[src/rtl/alu_arbiter.sv]
// ---------------------------------------------------------------------------
// alu_arbiter
//   Shares one ALU between two requesters. A round-robin grant is made
//   combinationally while idle. The granted opcode and operands are latched and
//   drive the ALU for one EXEC cycle. The result, the error bit and the
//   masked Z/V/N flag update are captured at the end of EXEC. The response is
//   then held until the consumer takes it.
//
// Optional feature macro: ALU_ERR_STICKY_EN
//   When defined, err_sticky records any captured alu_error until err_clr.
//   When undefined, err_sticky is tied 0 and err_clr is ignored.
//
// Ports
//   clk, rst                 clock, synchronous active-high reset
//   reqN_valid/ready         requester N handshake (N = 0, 1)
//   reqN_op/a/b              requester N opcode and operands
//   alu_in1/in2/opcode       to ALU, always the latched request
//   alu_out, alu_error       from ALU, sampled at the end of EXEC
//   rsp_valid/ready          response handshake
//   rsp_id/data/err          requester index, result and error of response
//   flags                    architectural {Z,V,N}
//   err_sticky, err_clr      sticky error and its clear (optional feature)
// ---------------------------------------------------------------------------
module alu_arbiter #(
   parameter int         WIDTH    = 16,
   parameter int         OPW      = 3,
   parameter logic [2:0] FLAG_RST = 3'b000
) (
   input  logic             clk,
   input  logic             rst,
   input  logic             req0_valid,
   output logic             req0_ready,
   input  logic [OPW-1:0]   req0_op,
   input  logic [WIDTH-1:0] req0_a,
   input  logic [WIDTH-1:0] req0_b,
   input  logic             req1_valid,
   output logic             req1_ready,
   input  logic [OPW-1:0]   req1_op,
   input  logic [WIDTH-1:0] req1_a,
   input  logic [WIDTH-1:0] req1_b,
   output logic [WIDTH-1:0] alu_in1,
   output logic [WIDTH-1:0] alu_in2,
   output logic [OPW-1:0]   alu_opcode,
   input  logic [WIDTH-1:0] alu_out,
   input  logic             alu_error,
   output logic             rsp_valid,
   input  logic             rsp_ready,
   output logic             rsp_id,
   output logic [WIDTH-1:0] rsp_data,
   output logic             rsp_err,
   output logic [2:0]       flags,
   output logic             err_sticky,
   input  logic             err_clr
);

   typedef enum logic [1:0] {S_IDLE, S_EXEC, S_RESP} state_t;

   typedef struct packed {
      logic [OPW-1:0]   op;
      logic [WIDTH-1:0] a;
      logic [WIDTH-1:0] b;
   } req_t;

   localparam logic [OPW-1:0] OP0 = OPW'(0);
   localparam logic [OPW-1:0] OP1 = OPW'(1);
   localparam logic [OPW-1:0] OP2 = OPW'(2);
   localparam logic [OPW-1:0] OP4 = OPW'(4);
   localparam logic [OPW-1:0] OP5 = OPW'(5);
   localparam logic [OPW-1:0] OP6 = OPW'(6);

   state_t           r_state;
   logic             r_last_grant;
   req_t             r_req;
   logic             r_id;
   logic             r_rsp_valid;
   logic             r_rsp_id;
   logic [WIDTH-1:0] r_rsp_data;
   logic             r_rsp_err;
   logic [2:0]       r_flags;

   req_t [1:0]       w_req;
   logic [1:0]       w_valid;
   logic             w_idle;
   logic             w_gnt0;
   logic             w_gnt1;
   logic             w_accept;
   logic             w_upd_all;
   logic             w_upd_z;
   logic [2:0]       w_flags_new;

   assign w_req[0] = '{op: req0_op, a: req0_a, b: req0_b};
   assign w_req[1] = '{op: req1_op, a: req1_a, b: req1_b};
   assign w_valid  = {req1_valid, req0_valid};

   // Grant only while idle. On a tie, the requester that did not win last
   // time goes next. r_last_grant resets to 1, so req0 wins the first tie.
   assign w_idle   = (r_state == S_IDLE);
   assign w_gnt1   = w_idle & w_valid[1] & (~w_valid[0] | ~r_last_grant);
   assign w_gnt0   = w_idle & w_valid[0] & ~w_gnt1;
   assign w_accept = w_gnt0 | w_gnt1;

   assign req0_ready = w_gnt0;
   assign req1_ready = w_gnt1;

   // Flag update mask by opcode. Add and sub update all flags. The logical
   // and shift group updates Z only. The remaining opcodes leave flags alone.
   always_comb begin
      w_upd_all = 1'b0;
      w_upd_z   = 1'b0;
      case (r_req.op)
         OP0, OP1:           w_upd_all = 1'b1;
         OP2, OP4, OP5, OP6: w_upd_z   = 1'b1;
         default: ;
      endcase
   end

   // Flags come from the result and alu_error, not from any ALU flag output.
   always_comb begin
      w_flags_new = r_flags;
      if (w_upd_all || w_upd_z)
         w_flags_new[2] = (alu_out == '0);
      if (w_upd_all) begin
         w_flags_new[1] = alu_error;
         w_flags_new[0] = alu_out[WIDTH-1];
      end
   end

   always_ff @(posedge clk) begin
      if (rst) begin
         r_state      <= S_IDLE;
         r_last_grant <= 1'b1;
         r_req        <= '0;
         r_id         <= 1'b0;
         r_rsp_valid  <= 1'b0;
         r_rsp_id     <= 1'b0;
         r_rsp_data   <= '0;
         r_rsp_err    <= 1'b0;
         r_flags      <= FLAG_RST;
      end else begin
         case (r_state)
            S_IDLE: begin
               if (w_accept) begin
                  r_req        <= w_gnt1 ? w_req[1] : w_req[0];
                  r_id         <= w_gnt1;
                  r_last_grant <= w_gnt1;
                  r_state      <= S_EXEC;
               end
            end
            S_EXEC: begin
               r_rsp_data  <= alu_out;
               r_rsp_err   <= alu_error;
               r_rsp_id    <= r_id;
               r_rsp_valid <= 1'b1;
               r_flags     <= w_flags_new;
               r_state     <= S_RESP;
            end
            S_RESP: begin
               // After the handshake, return to IDLE. A pending request is
               // granted there on the next cycle.
               if (rsp_ready) begin
                  r_rsp_valid <= 1'b0;
                  r_state     <= S_IDLE;
               end
            end
            default: r_state <= S_IDLE;
         endcase
      end
   end

   assign alu_in1    = r_req.a;
   assign alu_in2    = r_req.b;
   assign alu_opcode = r_req.op;

   assign rsp_valid  = r_rsp_valid;
   assign rsp_id     = r_rsp_id;
   assign rsp_data   = r_rsp_data;
   assign rsp_err    = r_rsp_err;
   assign flags      = r_flags;

`ifdef ALU_ERR_STICKY_EN
   logic r_err_sticky;

   // A set at the capture edge wins over a clear at the same edge.
   always_ff @(posedge clk) begin
      if (rst)
         r_err_sticky <= 1'b0;
      else if (r_state == S_EXEC && alu_error)
         r_err_sticky <= 1'b1;
      else if (err_clr)
         r_err_sticky <= 1'b0;
   end

   assign err_sticky = r_err_sticky;
`else
   logic w_unused_err_clr;
   assign w_unused_err_clr = err_clr;
   assign err_sticky       = 1'b0;
`endif

endmodule

[config.mk]
export PLATFORM = sky130hd
export DESIGN_NAME = alu_arbiter
export DESIGN_NICKNAME = d
export VERILOG_FILES = /design/src/rtl/alu_arbiter.sv
export SDC_FILE = /design/constraint.sdc
export NUM_CORES = 1
export LEC_CHECK = 0
export CORE_MARGIN = 3
export CORE_UTILIZATION = 43
export DETAILED_ROUTE_END_ITERATION = 8
export HOLD_SLACK_MARGIN = 0.03
export PLACE_DENSITY = 0.86
export SYNTH_ARGS = -nofsm -noshare
export SYNTH_HDL_FRONTEND = slang
export SYNTH_SLANG_ARGS = --single-unit
[constraint.sdc]
create_clock -name clk -period 2.2 [get_ports clk]
set_input_delay 0.33 -clock clk [delete_from_list [all_inputs] [get_ports clk]]
set_output_delay 0.33 -clock clk [all_outputs]
set_load 0.01 [all_outputs]
==> reports/metrics.yaml <==
detailed_routing:
  firstDrtPassIters: 4
  vias: 3118
  wirelength_um: 9260
  drt_iter0_drc: 128
  viasPerCell: 5.67
  ant_nets: 0
  route.detailed.wl_per_inst_um: 16.8
  post-route-drc-count: 0
worst_setup_path:
  cp-end-kind: "output port"
  critPathLaunchType: "primary input"
  crit_fanout: 3
  r2r_setup_slack_ns: 0.43
  critPathArrivalTime_ns: 1.51
  cp_cell_sequence: "clkdlybuf4s50_1 > a211o_2 > nor2_1 > nor2_1 > dlymetal6s2s_1"
  critical_path_required_ns: 1.87
  reg2reg_to: "alu_in1[11]"
  r2r_cells: 5
  cp_slowest_stage_delay_ns: 0.42
  critPathSlowestCell: "clkdlybuf4s50_1"
  timing.rr.start: "r_state[1]"
  crit_type: "primary input to output port"
  crit_top_cell: "nor2_1"
  path_delay_family: "buffers and inverters"
  path_buf_inv: 2
global_routing:
  grt_pass1_wl_um: 14000
  grt_max_degree: 74
  grt_use_total: 0.229
  antenna_found_initial: 0
  grt_pass1_vias: 3034
  grt_overflow: 0
placement:
  dpl.hpwl_um: 6600
  port_buffers: 150
  gp_congestion: 0.754
  place_inst: 534
clock_tree:
  cts_sinks: 61
  root_buffer: "clkbuf_8"
  post_cts_buffers: 0
  clk_pin_slew_ns: 0.06
  tritoncts: "yes"
  clock_latency_ns: 0.33
  clk_path_buf_depth: 2
  htreeDepth: 3
  cts_buffers: 9
sta:
  max_freq_mhz: 544
  report.final.hold_viol_count: 0
  rsz0062_at_grt: "false"
  relSlewSlack: 0.514
  worstMarginPinSlew_ns: 0.728
  setup_viol_count_final: 0
  slew_violations: 0
  tns_ns: 0
  fin_crit_ns: 1.84
  finClkSkew_ns: 0.00420
  fin_crit_sh: 0.835
layout:
  area_delta_synth_final_pct: 59.1
  nets: 561
  register_area_um2: 1220
  n_antenna_cell: 0
  stdcell_count: 550
  drive_gt1_frac: 0.137
  nFillCells: 508
  multi_input_area_um2: 1520
power_and_ir_drop:
  switching_share: 0.290
  ir_drop_mv: 0.375
  p_int_mw: 2.38
  p_per_area_nw_per_um2: 713
  combPwrFrac: 0.299
  p_switching_mw: 0.969
  power.share.sequential: 0.386
  power_frac_clock: 0.315
  power_leakage_nw: 1.61
worst_hold_path:
  min_delay_worst_endpoint: "rsp_valid"
  hold_path.class: "primary input to flop"
  hold_depth: 2
  min_from: "rst"
floorplan:
  start_util: 0.454
  fp.dieH_um: 88.8
  rows: 29
  die_w_um: 88.8
  pin_count: 153
  coreArea_um2: 6490
  die_area_um2: 7890
synth:
  netlist_instances: 334
  synth.avg_cell_area_um2: 8.83
  synth.distinct_cells: 29
  synth-seq-area-share: 0.414
  syn_nets: 427
  synth_seq_cells: 61
  syn-cell-area_um2: 2950
  yosys_warnings: 0
outcome:
  status: "finished, final reports clean"
job:
  cap_violations: 0
-- power by group through the flow --
stage,Sequential (mW),Combinational (mW),Clock (mW)
3_3_place_gp,1.31,0.980,0
6_report,1.29,1.00,1.05
3_5_place_dp,1.32,1.00,0
4_1_cts,1.29,1.01,1.07
5_1_grt,1.30,1.07,1.13
2_1_floorplan,1.36,0.466,0
-- worst max-delay path by stage --
stage,from,to,cells past startpoint
after floorplan,r_state[1],req0_ready,5
after global placement,req0_valid,req1_ready,4
after detailed placement,req0_valid,req1_ready,4
after CTS,req0_valid,req1_ready,4
after global routing,req0_valid,req0_ready,5
final,req0_valid,req0_ready,5
-- per-layer routing --
metal	global-route usage	up-vias	part of all wire
met5	0	-	0
met1	0.257	1439	0.40
met2	0.411	136	0.51
li1	-	1529	-
met3	0.0605	14	0.077
met4	0.0852	0	0.014
-- layout by cell type (no fill, tap or decap), drive strengths merged --
| cell | count |
|---|---|
| nor2b | 1 |
| nand4 | 36 |
| clkbuf | 11 |
| nor4 | 3 |
| and2 | 1 |
| or3b | 1 |
| buf | 15 |
| clkdlybuf4s50 | 147 |
| nand3b | 1 |
| nor2 | 8 |
| inv | 2 |
| nand3 | 1 |
| nand2 | 40 |
| or2 | 1 |
| conb | 1 |
| dlymetal6s2s | 2 |
| o21ba | 1 |
| a211o | 3 |
| nand2b | 1 |
| nor4b | 1 |
| a21boi | 1 |
| nor3 | 1 |
| a311oi | 35 |
| dfxtp | 61 |
| a21oi | 54 |
| mux2i | 2 |
| bufinv | 2 |
| o21ai | 37 |
| clkinv | 3 |
-- final cells by class --
cell class                      instances  share of cell area
Clock inverter                          5              0.0160
Sequential cell                        61               0.260
Tap cell                               77              0.0205
Timing Repair Buffer                  164               0.350
Clock buffer                           11              0.0280
Multi-Input combinational cell        230               0.323
Inverter                                2             0.00160
-- Yosys cell counts, drive strengths merged --
master	number	area [µm²]
nor2	8	30.0
o21ba	1	10.0
a211o	3	27.5
nand2	40	150
mux2i	2	20.0
nor3	1	5.00
o21ai	37	185
nand2b	1	6.26
nor2b	1	6.26
nor4b	1	15.0
nand3	1	5.00
a21oi	54	270
or2	1	6.26
conb	1	3.75
or3b	1	8.76
inv	2	7.51
nand4	36	225
buf	18	126
a21boi	1	7.51
a311oi	35	494
nor4	3	18.8
and2	1	6.26
clkbuf	23	86.3
dfxtp	61	1220
nand3b	1	7.51
-- state kept, by name (all words and copies together) (netlist names), 2 cells and up --
name and cells:
alu_in1 16, alu_in2 16, alu_opcode 3, flags 3
r_state 2, rsp_data 16
-- kinds of logic (layout without fill, tap and decap cells) --
kind of cell,after synthesis,after routing,synth area share
buffers and inverters,43,182,0.0746
AND/OR/NAND/NOR,96,96,0.166
AO/OA/AOI/OAI,131,131,0.337
multiplexers,2,2,0.00679
other,1,1,0.00127
flip-flops,61,61,0.414
-- repair_timing --
item	CTS	global route
gates resized for setup	0	2
setup endpoints to repair	0	2
hold buffers	0	0
-- per-stage QoR --
stage | util | cell area, µm² | worst slack (ns) | hold WS [ns] | power [mW]
finish | 0.723 | 4690 | 0.363 | 0.434 | 3.35
global route | 0.723 | 4690 | 0.318 | 0.434 | 3.51
CTS | 0.722 | 4690 | 0.00971 | 0.417 | 3.37
detailed placement | 0.690 | 4480 | 0.0155 | 0.447 | 2.32
global placement | 0.690 | 4480 | 0.0156 | 0.436 | 2.29
floorplan | - | 2950 | 0.752 | 0.428 | 1.82
Power figures use the tool's default switching activity.
